## config.mk

```make
export PLATFORM = sky130hd
export DESIGN_NAME = div_r32m
export DESIGN_NICKNAME = d
export VERILOG_FILES = /design/src/rtl/div_r32m_pkg.sv /design/src/rtl/div_r32m_step.sv /design/src/rtl/div_r32m.sv
export SDC_FILE = /design/constraint.sdc
export NUM_CORES = 1
export LEC_CHECK = 0
export CORE_AREA = 3 3 141 177
export CTS_BUF_LIST = sky130_fd_sc_hd__clkbuf_16
export DETAILED_ROUTE_END_ITERATION = 6
export DIE_AREA = 0 0 144 180
export GPL_ROUTABILITY_DRIVEN = 1
export GPL_TIMING_DRIVEN = 0
export PLACE_DENSITY_LB_ADDON = 0.3
export REMOVE_ABC_BUFFERS = 1
export SLEW_MARGIN = 20
export SYNTH_ARGS = -nofsm -noshare
export SYNTH_HDL_FRONTEND = slang
export SYNTH_HIERARCHICAL = 1
export SYNTH_SLANG_ARGS = --single-unit
```

## constraint.sdc

```tcl
create_clock -name clock -period 10.8 [get_ports clock]
set_input_delay 2.7 -clock clock [delete_from_list [all_inputs] [get_ports clock]]
set_output_delay 2.7 -clock clock [all_outputs]
set_load 0.02 [all_outputs]
```

## src/rtl/div_r32m_pkg.sv

```systemverilog
// Shared definitions for the RV32M divide/remainder unit: ALU operation codes
// for the divide family and the latched operation type.
package div_r32m_pkg;

    // Divide-family ALU codes; chosen clear of the existing base ALU codes.
    localparam logic [4:0] ALU_DIV  = 5'd20;
    localparam logic [4:0] ALU_DIVU = 5'd21;
    localparam logic [4:0] ALU_REM  = 5'd22;
    localparam logic [4:0] ALU_REMU = 5'd23;

    typedef enum logic [1:0] {
        OP_DIV,
        OP_DIVU,
        OP_REM,
        OP_REMU
    } div_op_e;

    function automatic logic is_div_code(input logic [4:0] code);
        return code inside {ALU_DIV, ALU_DIVU, ALU_REM, ALU_REMU};
    endfunction

    function automatic div_op_e decode_op(input logic [4:0] code);
        case (code)
            ALU_DIVU: return OP_DIVU;
            ALU_REM:  return OP_REM;
            ALU_REMU: return OP_REMU;
            default:  return OP_DIV;
        endcase
    endfunction

endpackage

```

## src/rtl/div_r32m_step.sv

```systemverilog
// One radix-2 restoring division step: shift in a dividend bit, trial-subtract
// the divisor, keep the difference when it does not go negative.
module div_r32m_step #(
    parameter int unsigned dataW = 32
) (
    input  logic [dataW-1:0] rem,
    input  logic             dbit,
    input  logic [dataW-1:0] divisor,
    output logic [dataW-1:0] rem_next,
    output logic             q_bit
);

    logic [dataW:0] shifted;
    logic [dataW:0] diff;

    always_comb begin
        shifted  = {rem, dbit};
        diff     = shifted - {1'b0, divisor};
        q_bit    = ~diff[dataW];
        rem_next = q_bit ? diff[dataW-1:0] : shifted[dataW-1:0];
    end

endmodule

```

## src/rtl/div_r32m.sv

```systemverilog
// Multi-cycle RV32M DIV/DIVU/REM/REMU unit with start/busy/done handshake.
// dataW restoring iterations followed by one sign-fix cycle.
module div_r32m
    import div_r32m_pkg::*;
#(
    parameter int unsigned dataW = 32
) (
    input  logic             clock,
    input  logic             reset,
    input  logic             start,
    input  logic [4:0]       ALUCode,
    input  logic [dataW-1:0] A,
    input  logic [dataW-1:0] B,
    output logic             busy,
    output logic             done,
    output logic [dataW-1:0] result
);

    typedef enum logic [1:0] {IDLE, CALC, FIX} state_e;
    localparam int unsigned CW = $clog2(dataW);

    state_e           state, state_nxt;
    logic [CW-1:0]    cnt;
    logic [dataW-1:0] rem, quo, dvsr, a_raw;
    div_op_e          op;
    logic             neg_q, neg_r, div0, ovf;

    logic             accept, last, sgn, q_bit;
    logic [dataW-1:0] rem_nxt, abs_a, abs_b, q_fix, r_fix, res_fix;

    div_r32m_step #(.dataW(dataW)) u_step (
        .rem      (rem),
        .dbit     (quo[dataW-1]),
        .divisor  (dvsr),
        .rem_next (rem_nxt),
        .q_bit    (q_bit)
    );

    assign accept = (state == IDLE) && start && is_div_code(ALUCode);
    assign last   = (cnt == CW'(dataW - 1));
    assign sgn    = (ALUCode == ALU_DIV) || (ALUCode == ALU_REM);
    assign abs_a  = A[dataW-1] ? -A : A;
    assign abs_b  = B[dataW-1] ? -B : B;

    always_ff @(posedge clock or posedge reset) begin
        if (reset) state <= IDLE;
        else       state <= state_nxt;
    end

    always_comb begin
        state_nxt = state;
        case (state)
            IDLE:    if (accept) state_nxt = CALC;
            CALC:    if (last)   state_nxt = FIX;
            FIX:     state_nxt = IDLE;
            default: state_nxt = IDLE;
        endcase
    end

    always_comb begin
        busy  = (state != IDLE);
        q_fix = neg_q ? -quo : quo;
        r_fix = neg_r ? -rem : rem;
        case (op)
            OP_DIV:  res_fix = div0 ? '1 : (ovf ? a_raw : q_fix);
            OP_DIVU: res_fix = div0 ? '1 : quo;
            OP_REM:  res_fix = div0 ? a_raw : (ovf ? '0 : r_fix);
            default: res_fix = div0 ? a_raw : rem;
        endcase
    end

    // quo starts as the dividend and fills with quotient bits as it shifts out.
    always_ff @(posedge clock or posedge reset) begin
        if (reset) begin
            cnt    <= '0;
            rem    <= '0;
            quo    <= '0;
            dvsr   <= '0;
            a_raw  <= '0;
            op     <= OP_DIV;
            neg_q  <= 1'b0;
            neg_r  <= 1'b0;
            div0   <= 1'b0;
            ovf    <= 1'b0;
            done   <= 1'b0;
            result <= '0;
        end else begin
            done <= (state == FIX);
            if (accept) begin
                op    <= decode_op(ALUCode);
                neg_q <= sgn & (A[dataW-1] ^ B[dataW-1]);
                neg_r <= sgn & A[dataW-1];
                quo   <= sgn ? abs_a : A;
                dvsr  <= sgn ? abs_b : B;
                rem   <= '0;
                cnt   <= '0;
                a_raw <= A;
                div0  <= (B == '0);
                ovf   <= sgn && (A == {1'b1, {(dataW-1){1'b0}}}) && (B == '1);
            end else if (state == CALC) begin
                rem <= rem_nxt;
                quo <= {quo[dataW-2:0], q_bit};
                cnt <= cnt + CW'(1);
            end else if (state == FIX) begin
                result <= res_fix;
            end
        end
    end

endmodule

```

==> impl_metrics.yaml, run 1 <==
cts:
  cts_tree: "yes"
  cts_sinks: 174
  cts_resized: 0
  cts_hold_buf: 0
  root_buffer: "clkbuf_16"
  cts_setup_buffers: 0
  cts_made_buffers: 17
  clk_pin_slew_ns: 0.06
  cts_buffer_depth: 2
  worstSkewPairLatency_ns: 0.45
  htree_levels: 4
status:
  violations: "DRC"
  status: "finished with violations"
sta:
  fin_skew_ns: 0.0116
  drv_slew: 0
  fin_crit_ns: 5.30
  slew_headroom_pct: 22.4
  period_share_pct: 49.1
  setup_violations: 0
  worst_slew_pin_slew_ns: 1.16
  rsz0062_at_grt: "no"
  hold_viol: 0
  fmax_ghz: 0.189
  tns_ns: 0
synthesis:
  yosysSeqAreaShare_pct: 31.2
  yosys-top-cells-count: "313 x nand2_1, 179 x o21ai_0, 174 x dfrtp_1"
  syn_area_um2: 13900
  avgSynthCellArea_um2: 7.92
  synth-edff-count: 0
  ys_ff_latch: 174
  ys_async_sr_fraction_pct: 100
  yosys_warnings: 6
  yosys-top-cells-area: "dfrtp_1 31%, nand2_1 8.4%, o21ai_0 6.4%, a21oi_1 5.1%, xnor2_1 4.7%"
  syn_inst: 1760
  synth.distinct_cells: 93
  synth_top_area_share_pct: 31.2
  synth_top_cell_by_area: "dfrtp_1"
  synth_top_flop_cell: "dfrtp_1"
  yosysMostFrequentCell: "nand2_1"
pwr:
  switchingPower_mw: 2.41
  clockPowerShare_pct: 13.1
  p_seq_share_pct: 28.4
  ir_drop_mv: 0.126
  comb_power_share_pct: 58.5
  p_int_mw: 2.73
  p_per_area_nw_per_um2: 329
  leakagePower_nw: 6.39
  switching_share_pct: 46.8
  power.total_mw: 5.14
min_path:
  min-delay-start: "dvsr[19]"
  hp-class: "reg2reg"
  holdPathStages: 2
  whs_endpoint: "dvsr[19]"
grt:
  antenna_found_initial: 0
  grt_pass1_vias: 13100
  grt_max_degree: 75
  grt_pass1_wl_um: 67600
  grt_overflow_total: 0
  grt_usage_pct: 32.1
critical_path:
  critPathSlowestCell: "or4_1"
  path_max_fanout: 6
  crit_path_cell_trace: "clkdlybuf4s50_1 > or4_1 > nor3_1 > nand4_1 > o41ai_1 > xor2_1 > a21oi_1"
  worstPathArrival_ns: 5.59
  critPathRequiredTime_ns: 11.09
  startpoint: "A[10]"
  reg2reg_from: "quo[31]"
  critical-path-max-stage-delay_ns: 0.61
  regToRegSetupSlack_ns: 6.63
  startpoint_type: "input pin"
  timing.rr.end: "rem[28]"
  path_class: "in2reg"
  crit_path_end_kind: "register"
  rr_worst_depth: 15
route:
  dr_total_vias: 13600
  via_per_inst: 6.57
  wl_per_cell_um: 20.3
  drtIter0Drc: 1491
  postRouteAntennaNets: 0
  drc_errors: 1
  first_pass_iters: 7
  drt_wl_total_um: 42000
final_layout:
  diodes: 0
  area_delta_synth_final_pct: 12.0
  multi_input_area_um2: 8740
  final_nets: 1879
  fillers: 2027
  final_layout_size_suffix_gt1_share_pct: 7.25
  seqCellArea_um2: 4370
  final_cell_count_no_fill: 2072
  final_core_util_pct: 66.3
floorplanning:
  ioPinCount: 106
  die_y_um: 180
  fp.dieW_um: 144
  start_util_pct: 59.1
  dieArea_um2: 25900
  core_area_um2: 23600
  num_rows: 63
flow_run:
  cap_violations: 0
place:
  place_congestion: 0.927
  hpwlAfterDp_um: 29600
  dp_cells: 2040
  io_buffers: 105
-- final cells by class --
type / instances / share of cell area, %
clock buffers: 17 / 2.72
clock inverters: 15 / 1.31
inverters: 59 / 1.51
multi-input cells: 1399 / 56.0
flip-flops and latches: 174 / 28.0
well taps: 292 / 2.34
repair buffers: 116 / 8.17
-- placed cells by master, fill, tap and decap left out, drive strengths merged, types with 38 or more instances in the layout --
master	Yosys	final
a21oi	142	142
clkdlybuf4s50	0	105
dfrtp	174	174
ha	39	39
inv	59	61
mux2	43	43
nand2	313	313
nand3	38	38
nor2	74	74
o21ai	179	179
xnor2	75	75
xor2	60	60
-- through the flow --
stage	worst slack, ns	area [µm²]	hold WS [ns]
after CTS	5.58	15600	0.484
after floorplan	3.38	13300	0.439
after global routing	5.40	15600	0.501
after global placement	0.998	14700	0.457
final	5.50	15600	0.478
after detailed placement	5.15	15000	0.470
-- worst max path at each step --
stage | end | cells past startpoint
floorplan | a_raw[0] | 1
global placement | done | 2
detailed placement | quo[28] | 7
CTS | quo[28] | 7
global route | quo[27] | 7
finish | quo[28] | 7
-- worst max-delay path: cells and delay by family --
family                 cells  cell delay [ns]
AND/OR/NAND/NOR            3             1.61
XOR/XNOR                   1             0.19
AO/OA/AOI/OAI              2             0.58
buffers and inverters      1             0.51
-- cells by family (layout without fill, tap and decap cells) --
family / count (synthesis) / count (layout) / share of synthesized area [%]
compound gates: 539 / 539 / 23.8
xor+xnor: 135 / 135 / 8.48
fa+ha+maj: 40 / 40 / 3.64
buf+inv: 187 / 207 / 6.35
flops: 174 / 174 / 31.2
mux: 54 / 54 / 4.87
simple gates: 631 / 631 / 21.6
-- power by group through the flow --
stage / Combinational (mW) / Sequential, mW / Clock [mW]
finish: 3.00 / 1.46 / 0.672
detailed placement: 2.94 / 1.43 / 0
floorplan: 2.26 / 1.29 / 0
global route: 3.33 / 1.50 / 0.703
global placement: 2.82 / 1.44 / 0
CTS: 2.97 / 1.43 / 0.675
-- state kept, by name (all words and copies together), names as in the netlist, 2 cells and up --
name,flops
op,2
quo,32
a_raw,32
rem,32
cnt,5
dvsr,32
result,32
state,2
-- routing by layer --
layer / share of wire [%] / wire [µm] / vias up / global-route usage (%)
li1: - / - / 6354 / -
met1: 39 / 16500 / 6407 / 41.0
met2: 47 / 19800 / 708 / 51.7
met3: 8.1 / 3400 / 150 / 5.06
met4: 5.4 / 2270 / 0 / 17.5
met5: 0 / 0 / - / 0
No activity file was read; power rests on OpenSTA's default activity.
==> run 2: changes to the inputs <==
clock period = 5.42 ns   (was 10.8 ns; I/O delays follow)
==> impl_metrics.yaml, run 2 (same netlist as run 1, synthesis figures left out) <==
status:
  status: "finished with violations"
  violations: "DRC"
sta:
  fin_skew_ns: 0.0111
  rsz0062_at_grt: "no"
  hold_viol: 0
  holdWs_ns: 0.478
  drv_slew: 0
  setup_violations: 0
  slew_headroom_pct: 23.7
  worst_slew_pin_slew_ns: 1.14
  fin_crit_ns: 4.15
  fmax_ghz: 0.241
  period_share_pct: 76.5
  setup_ws_ns: 1.27
grt:
  grt_pass1_wl_um: 67600
  grt_max_degree: 75
  grt_overflow_total: 0
  grt_pass1_vias: 13100
  antenna_found_initial: 0
  grt_usage_pct: 32.1
cts:
  clk_pin_slew_ns: 0.07
  cts_setup_buffers: 0
  cts_tree: "yes"
  cts_buffer_depth: 2
  cts_resized: 0
  cts_hold_buf: 0
  cts_made_buffers: 17
  cts_sinks: 174
  htree_levels: 4
  worstSkewPairLatency_ns: 0.45
  root_buffer: "clkbuf_16"
flow_run:
  cap_violations: 0
min_path:
  hp-class: "reg2reg"
final_layout:
  diodes: 0
  final_nets: 1879
  final_layout_size_suffix_gt1_share_pct: 7.25
  final_common_cell: "nand2_1"
  layout_common_cells: "313 x nand2_1, 179 x o21ai_0, 169 x dfrtp_1"
  area_delta_synth_final_pct: 12.0
  final_area_um2: 15600
  fillers: 2027
  final_core_util_pct: 66.3
route:
  drt_wl_total_um: 42000
  via_per_inst: 6.58
  postRouteAntennaNets: 0
  drtIter0Drc: 1483
  dr_total_vias: 13600
  drc_errors: 1
  wl_per_cell_um: 20.3
  first_pass_iters: 7
floorplanning:
  ioPinCount: 106
  dieArea_um2: 25900
  num_rows: 63
  die_y_um: 180
  core_area_um2: 23600
  start_util_pct: 59.1
  fp.dieW_um: 144
critical_path:
  worstPathArrival_ns: 4.44
  path_max_fanout: 24
  startpoint_type: "register"
  path_class: "reg2reg"
  crit_path_end_kind: "register"
  critPathRequiredTime_ns: 5.71
pwr:
  switchingPower_mw: 4.79
  p_per_area_nw_per_um2: 655
  switching_share_pct: 46.9
  ir_drop_mv: 0.252
  p_seq_share_pct: 28.4
  leakagePower_nw: 6.39
  clockPowerShare_pct: 13.1
  p_int_mw: 5.44
  comb_power_share_pct: 58.5
place:
  place_congestion: 0.927
  io_buffers: 105
  hpwlAfterDp_um: 29600
  pre_cts_ws_ns: 1.11
  placed_area_um2: 15000
## run 2: worst paths after layout
| kind | start | to | slack [ns] | cells past startpoint |
|---|---|---|---|---|
| setup / recovery | quo[31] | rem[28] | 1.27 | 15 |
| hold / removal | dvsr[19] | dvsr[19] | 0.48 | 2 |
| setup reg to reg | quo[31] | rem[28] | 1.27 | 15 |
| hold reg to reg | dvsr[19] | dvsr[19] | 0.48 | 2 |
| max in group asynchronous | reset | div0 | 3.14 | 4 |
| min in group asynchronous | reset | dvsr[4] | 1.27 | 2 |
## run 2: cell type report
cell class | instances | area, µm² | area share, %
sequential | 174 | 4370 | 28.0
multi-input combinational | 1399 | 8740 | 56.0
clock inverter | 15 | 204 | 1.31
timing repair buffer | 116 | 1280 | 8.17
tap | 292 | 365 | 2.34
inverter | 59 | 236 | 1.51
clock buffer | 17 | 425 | 2.72
## run 2: through the flow
step / cells / TNS, ns / total power [mW]
after floorplan: 1632 / -113.42 / 7.09
after CTS: 2072 / 0 / 10.1
after global routing: 2072 / 0 / 11.0
after global placement: 2029 / -598.70 / 8.49
final: 2072 / 0 / 10.2
after detailed placement: 2040 / 0 / 8.72
## run 2: power by group through the flow
| stage | clock network, mW | registers [mW] | logic [mW] |
|---|---|---|---|
| 3_5_place_dp | 0 | 2.86 | 5.86 |
| 4_1_cts | 1.34 | 2.85 | 5.92 |
| 6_report | 1.34 | 2.91 | 5.98 |
| 3_3_place_gp | 0 | 2.88 | 5.61 |
| 2_1_floorplan | 0 | 2.58 | 4.51 |
| 5_1_grt | 1.40 | 2.98 | 6.63 |
## run 2: layer usage
metal / track usage [%] / part of all wire (%) / vias to the layer above
met5: 0 / 0 / -
met4: 17.7 / 5.4 / 0
met3: 4.92 / 7.5 / 147
met2: 51.7 / 47 / 720
met1: 41.0 / 40 / 6410
li1: - / - / 6357
## run 2: critical path, cell delays in order (launching register included)
cell,delay (ns)
dfrtp_1,0.56
inv_1,0.09
ha_1,0.24
fa_1,0.40
and2b_2,0.25
o2111ai_2,0.13
a21oi_2,0.23
o2111ai_1,0.23
a211oi_2,0.34
nor2_4,0.11
mux2i_4,0.42
and2_4,0.37
inv_8,0.14
mux2_4,0.32
nand2_1,0.07
o21ai_0,0.08
